===== src/rtl/message_scroll_ctrl_if.sv =====
// message_scroll_ctrl_if: request/abort inputs and display outputs
// of the scrolling message controller.
interface message_scroll_ctrl_if #(
  parameter int DIGITS = 4
);
  logic              start;
  logic              pass;
  logic [1:0]        loops;
  logic              stop;
  logic [2:0]        letter;
  logic [DIGITS-1:0] digit_en;
  logic              busy;
  logic              done;

  modport master (
    output start, pass, loops, stop,
    input  letter, digit_en, busy, done
  );

  modport slave (
    input  start, pass, loops, stop,
    output letter, digit_en, busy, done
  );
endinterface


===== src/rtl/message_scroll_ctrl.sv =====
// message_scroll_ctrl: scrolls SUCCESS or ERROR across a multiplexed
// seven-segment display, with blank lead-in and lead-out.
module message_scroll_ctrl #(
  parameter int DIGITS     = 4,
  parameter int MUX_DIV    = 4,
  parameter int SCROLL_DIV = 64
) (
  input  logic                clk,
  input  logic                rst_n,
  message_scroll_ctrl_if.slave bus
);

  localparam int LMAX = 7;
  localparam int PW   = $clog2(LMAX + DIGITS + 1);
  localparam int KW   = $clog2(LMAX + 2 * DIGITS);
  localparam int DW   = $clog2(DIGITS);
  localparam int MW   = $clog2(MUX_DIV + 1);
  localparam int SW   = $clog2(SCROLL_DIV + 1);

  localparam logic [DW-1:0] DLAST  = DW'(DIGITS - 1);
  localparam logic [MW-1:0] MLAST  = MW'(MUX_DIV - 1);
  localparam logic [SW-1:0] SLAST  = SW'(SCROLL_DIV - 1);
  localparam logic [PW-1:0] PEND_S = PW'(7 + DIGITS);
  localparam logic [PW-1:0] PEND_E = PW'(5 + DIGITS);
  localparam logic [KW-1:0] KD     = KW'(DIGITS);
  localparam logic [2:0]    BLANK  = 3'd6;

  typedef enum logic {
    IDLE,
    SCROLL
  } state_t;

  state_t        state_q, state_d;
  logic          pass_q, pass_d;
  logic [1:0]    rem_q, rem_d;
  logic [PW-1:0] pos_q, pos_d;
  logic [DW-1:0] dig_q, dig_d;
  logic [MW-1:0] mc_q, mc_d;
  logic [SW-1:0] sc_q, sc_d;
  logic          done_q, done_d;

  logic          mux_tick;
  logic          step_tick;
  logic          at_end;
  logic [KW-1:0] kidx;

  // Code at position k of the blank-padded virtual sequence.
  function automatic logic [2:0] seq_code(
    input logic          p,
    input logic [KW-1:0] k
  );
    logic [KW-1:0] j;
    seq_code = BLANK;
    j = k - KD;
    if (k >= KD) begin
      if (p) begin
        case (j)
          KW'(0):  seq_code = 3'd3;
          KW'(1):  seq_code = 3'd4;
          KW'(2):  seq_code = 3'd5;
          KW'(3):  seq_code = 3'd5;
          KW'(4):  seq_code = 3'd0;
          KW'(5):  seq_code = 3'd3;
          KW'(6):  seq_code = 3'd3;
          default: seq_code = BLANK;
        endcase
      end else begin
        case (j)
          KW'(0):  seq_code = 3'd0;
          KW'(1):  seq_code = 3'd1;
          KW'(2):  seq_code = 3'd1;
          KW'(3):  seq_code = 3'd2;
          KW'(4):  seq_code = 3'd1;
          default: seq_code = BLANK;
        endcase
      end
    end
  endfunction

  assign mux_tick  = (mc_q == MLAST);
  assign step_tick = (sc_q == SLAST);
  assign at_end    = (pos_q == (pass_q ? PEND_S : PEND_E));
  assign kidx      = KW'(pos_q) + KW'(dig_q);

  // Register all controller state.
  always_ff @(posedge clk or negedge rst_n) begin
    if (!rst_n) begin
      state_q <= IDLE;
      pass_q  <= 1'b0;
      rem_q   <= '0;
      pos_q   <= '0;
      dig_q   <= '0;
      mc_q    <= '0;
      sc_q    <= '0;
      done_q  <= 1'b0;
    end else begin
      state_q <= state_d;
      pass_q  <= pass_d;
      rem_q   <= rem_d;
      pos_q   <= pos_d;
      dig_q   <= dig_d;
      mc_q    <= mc_d;
      sc_q    <= sc_d;
      done_q  <= done_d;
    end
  end

  // Next state: start latch, abort, digit refresh, scroll and pass end.
  always_comb begin
    state_d = state_q;
    pass_d  = pass_q;
    rem_d   = rem_q;
    pos_d   = pos_q;
    dig_d   = dig_q;
    mc_d    = mc_q;
    sc_d    = sc_q;
    done_d  = 1'b0;
    unique case (state_q)
      IDLE: begin
        if (bus.start) begin
          state_d = SCROLL;
          pass_d  = bus.pass;
          rem_d   = bus.loops;
          pos_d   = '0;
          dig_d   = '0;
          mc_d    = '0;
          sc_d    = '0;
        end
      end
      SCROLL: begin
        if (bus.stop) begin
          state_d = IDLE;
        end else begin
          if (mux_tick) begin
            mc_d  = '0;
            dig_d = (dig_q == DLAST) ? '0 : dig_q + 1'b1;
          end else begin
            mc_d = mc_q + 1'b1;
          end
          if (step_tick) begin
            sc_d = '0;
            if (!at_end) begin
              pos_d = pos_q + 1'b1;
            end else if (rem_q == 2'd1) begin
              state_d = IDLE;
              done_d  = 1'b1;
            end else begin
              pos_d = '0;
              if (rem_q != 2'd0) begin
                rem_d = rem_q - 2'd1;
              end
            end
          end else begin
            sc_d = sc_q + 1'b1;
          end
        end
      end
      default: state_d = IDLE;
    endcase
  end

  // Display outputs decoded from registered state only.
  always_comb begin
    bus.letter   = BLANK;
    bus.digit_en = '1;
    bus.busy     = 1'b0;
    bus.done     = done_q;
    if (state_q == SCROLL) begin
      bus.letter   = seq_code(pass_q, kidx);
      bus.digit_en = ~(DIGITS'(1) << dig_q);
      bus.busy     = 1'b1;
    end
  end

endmodule

===== src/flat_wrapper.sv =====
// flat-port wrapper written by rule: the top's interface ports become plain ports
module message_scroll_ctrl_flat 
#(
  parameter int DIGITS     = 4,
  parameter int MUX_DIV    = 4,
  parameter int SCROLL_DIV = 64
)
  (clk, rst_n, bus_start, bus_pass, bus_loops, bus_stop, bus_letter, bus_digit_en, bus_busy, bus_done);
  message_scroll_ctrl_if #(.DIGITS(DIGITS)) bus_i ();
  input  logic clk;
  input  logic rst_n;
  input wire logic [$bits(bus_i.start)-1:0] bus_start;
  input wire logic [$bits(bus_i.pass)-1:0] bus_pass;
  input wire logic [$bits(bus_i.loops)-1:0] bus_loops;
  input wire logic [$bits(bus_i.stop)-1:0] bus_stop;
  output wire logic [$bits(bus_i.letter)-1:0] bus_letter;
  output wire logic [$bits(bus_i.digit_en)-1:0] bus_digit_en;
  output wire logic [$bits(bus_i.busy)-1:0] bus_busy;
  output wire logic [$bits(bus_i.done)-1:0] bus_done;
  assign bus_i.start = bus_start;
  assign bus_i.pass = bus_pass;
  assign bus_i.loops = bus_loops;
  assign bus_i.stop = bus_stop;
  assign bus_letter = bus_i.letter;
  assign bus_digit_en = bus_i.digit_en;
  assign bus_busy = bus_i.busy;
  assign bus_done = bus_i.done;
  message_scroll_ctrl #(.DIGITS(DIGITS), .MUX_DIV(MUX_DIV), .SCROLL_DIV(SCROLL_DIV)) u_core (.clk(clk), .rst_n(rst_n), .bus(bus_i));
endmodule

===== config.mk =====
export PLATFORM = sky130hd
export DESIGN_NAME = message_scroll_ctrl_flat
export DESIGN_NICKNAME = d
export VERILOG_FILES = /design/src/rtl/message_scroll_ctrl_if.sv /design/src/rtl/message_scroll_ctrl.sv /design/src/flat_wrapper.sv
export SDC_FILE = /design/constraint.sdc
export NUM_CORES = 1
export LEC_CHECK = 0
export BUFFER_PORTS_ARGS = -buffer_cell sky130_fd_sc_hd__buf_2
export CORE_MARGIN = 2
export CORE_UTILIZATION = 40
export CTS_CLUSTER_SIZE = 25
export DETAILED_ROUTE_END_ITERATION = 8
export GPL_ROUTABILITY_DRIVEN = 0
export PLACE_DENSITY = 0.63
export SYNTH_ARGS = -nofsm -noshare
export SYNTH_HDL_FRONTEND = slang
export SYNTH_SLANG_ARGS = --single-unit

===== constraint.sdc =====
create_clock -name clk -period 2.9 [get_ports clk]
set_clock_uncertainty 0.15 [all_clocks]
set_input_delay 0.29 -clock clk [delete_from_list [all_inputs] [get_ports clk]]
set_output_delay 0.29 -clock clk [all_outputs]
set_load 0.005 [all_outputs]

==> impl_metrics.csv <==
group,metric,value,unit
outcome,run_status,"complete, no violations",
setup_path,worst_r2r_endpoint,"u_core.pos_q[3]$_DFFE_PN0P_",
grt,grt.total_usage,15.8,%
synth,synth_flop_cell,"dfrtp_1",
route,drtPass1Iterations,4,
placed_design,io_buffers,15,
synth,synth_edf_count,0,
clock_network,cts_tree,"built",
sta,fmax,359,MHz
power_and_ir_drop,cellPowerDensity,463,nW/um^2
sta,tightest_slew,492,ps
hold_path,min_to,"u_core.dig_q[0]$_DFFE_PN0P_",
sta,min_period_over_period,96.1,%
hold_path,hold_path_depth,2,
synth,yosysUniqueCellTypes,46,
grt,grt_pass1_wl,5.24,mm
sta,fin_tns_setup,0,ps
sta,rsz0062_at_grt,"false",
floorplanning,die_w,64.3,um
route,vias,1231,
setup_path,worst_r2r_path_depth,5,
placed_design,dp.cells,216,
grt,first_global_vias,1206,
setup_path,arrival,2350,ps
synth,synth_warnings,0,
grt,grt_max_degree,29,
synth,ys_ff_latch,21,
setup_path,reg2reg_slack,910,ps
floorplanning,dieArea,4130,sq um
setup_path,critPathCaptureType,"primary output",
finish,nets,197,
floorplanning,ios,16,
setup_path,worstSetupPathType,"flip-flop to primary output",
floorplanning,fp.coreArea,3420,sq um
route,drtIter0Drc,32,
synth,synthTopCellsByArea,"dfrtp_1 (36%), ha_1 (9.5%), nand2_1 (4.9%), nand2b_1 (3.0%), nor2_1 (2.8%)",
floorplanning,fp.dieH,64.3,um
flow_run,drv_cap,0,
clock_network,clock_path_buffers,2,
placed_design,post-place-ws,246,ps
sta,slew_violations,0,
synth,netlist_top_cells_count,"dfrtp_1 (21), nand2_1 (19), ha_1 (11), nor2_1 (11)",
clock_network,cts_buffers,3,
hold_path,hold_path_startpoint,"bus_start",
route,wl_per_cell,13.6,um
setup_path,startpoint_type,"flip-flop",
route,vias_per_cell,5.52,
power_and_ir_drop,ir_worst_vdd,257,uV
synth,syn_area,1450,sq um
clock_network,clock-sinks,21,
synth,avgSynthCellArea,9.08,sq um
sta,fin_crit,2790,ps
sta,hold_violations,0,
finish,drive_gt1_share,17.5,%
setup_path,required,2460,ps
synth,syn_nets,179,
clock_network,cts_root_buffer,"clkbuf_4",
clock_network,h-tree-depth,1,
synth,yosysSeqAreaShare,36.2,%
floorplanning,fp-row-count,21,
route,ant_nets,0,
sta,slew_headroom,67.2,%
power_and_ir_drop,leakage,0.715,nW
synth,synthArstFlopShare,100,%
route,wl,3.04,mm
setup_path,r2r-start,"u_core.pos_q[1]$_DFFE_PN0P_",
grt,grt-ovfl-total,0,
placed_design,hpwl,2.22,mm
synth,synth_top_area_cell,"dfrtp_1",
synth,synth_top_area_share,36.2,%
sta,finalWorstSetupSlack,114,ps
placed_design,dpl_cell_area,1560,sq um
power_and_ir_drop,total_power,0.751,mW
hold_path,hp-class,"input port to flip-flop",
sta,setup_viol,0,
clock_network,path_clk_slew,120,ps
finish,n_antenna_cell,0,
synth,syn_inst,160,
finish,syn_to_final_growth,11.7,%
finish,final_area,1620,sq um
route,drc,0,
floorplanning,start_util,42.5,%
setup_path,crit_fanout,8,
clock_network,clk_latency,310,ps
finish,stdcell_count,223,
synth,yosysMostFrequentCell,"dfrtp_1",
grt,antenna_found_initial,0,
-- kinds of logic after synthesis --
group,Yosys count,share of synthesized area (%)
compound gates,38,18.4
buf+inv,12,3.96
fa+ha+maj,12,10.9
xor+xnor,6,3.62
flops,21,36.2
simple gates,67,24.0
mux,4,2.93
-- worst max-delay path, stage by stage, from the launching register on --
cell and delay [ps]:
dfrtp_1 410, ha_2 220, fa_2 400, xnor2_2 200, or4b_1 520, o211ai_1 160
buf_2 130
-- state kept, by name (all words and copies together), names as in the netlist --
name,count
u_core.dig_q,2
u_core.pass_q,1
u_core.bus.done,1
u_core.state_q,1
u_core.sc_q,7
u_core.rem_q,2
u_core.pos_q,4
u_core.mc_q,3
-- cell usage in the layout, fill, tap and decap left out, types with 3 or more instances in the layout --
| master | synthesis | final |
|---|---|---|
| nand3_1 | 7 | 7 |
| inv_1 | 6 | 6 |
| ha_1 | 11 | 10 |
| a21oi_1 | 7 | 7 |
| nor2_1 | 11 | 11 |
| nand2_1 | 19 | 19 |
| o31ai_1 | 5 | 5 |
| buf_2 | 1 | 15 |
| a22o_1 | 4 | 4 |
| nand2b_1 | 7 | 7 |
| dfrtp_1 | 21 | 20 |
| buf_4 | 0 | 3 |
| o21ai_0 | 6 | 6 |
| clkbuf_4 | 0 | 3 |
| nor2b_1 | 4 | 4 |
| nor3_1 | 6 | 6 |
| xor2_1 | 3 | 3 |
-- stage by stage --
stage	hold slack [ps]	util, %
floorplan	-156	-
global placement	131	45.6
detailed placement	134	45.6
global route	75.6	47.5
CTS	70.2	47.4
finish	58.7	47.5
-- area by class of cell --
type                    instances  area [sq um]
fillers                       344          1790
multi-input cells             127           882
flip-flops and latches         21           527
repair buffers                 19           108
well taps                      46          57.6
clock buffers                   4          26.3
inverters                       6          22.5
-- where the power goes --
group          leakage [nW]  internal, mW  switching (mW)
clock network        0.0150        0.0536          0.0923
registers             0.278         0.336          0.0455
logic                 0.422        0.0986           0.125
total                 0.715         0.488           0.263
-- worst max-delay path by stage --
stage,from,endpoint,slack (ps)
floorplan,u_core.pos_q[0]$_DFFE_PN0P_,bus_letter[0],460
global placement,u_core.pos_q[0]$_DFFE_PN0P_,bus_letter[0],310
detailed placement,u_core.pos_q[0]$_DFFE_PN0P_,bus_letter[0],250
CTS,u_core.dig_q[0]$_DFFE_PN0P_,bus_letter[0],2
global route,u_core.pos_q[0]$_DFFE_PN0P_,bus_letter[0],10
finish,u_core.dig_q[0]$_DFFE_PN0P_,bus_letter[0],110
-- per-layer routing --
layer  routed length [um]  up-vias  GRT usage (%)
li1                     -      611              -
met1                 1410      594           18.8
met2                 1490       22           28.9
met3                  103        4           1.94
met4                   37        0           6.12
met5                    0        -              0
-- timing repair --
action / CTS / global route
setup buffers: 2 / 0
resized for setup: 2 / 2
setup endpoints to repair: 2 / 1
hold buffers: 1 / 0
pin swaps: 1 / 0
endpoints found under the hold margin: 21 / 0
No activity file was read; power rests on OpenSTA's default activity.
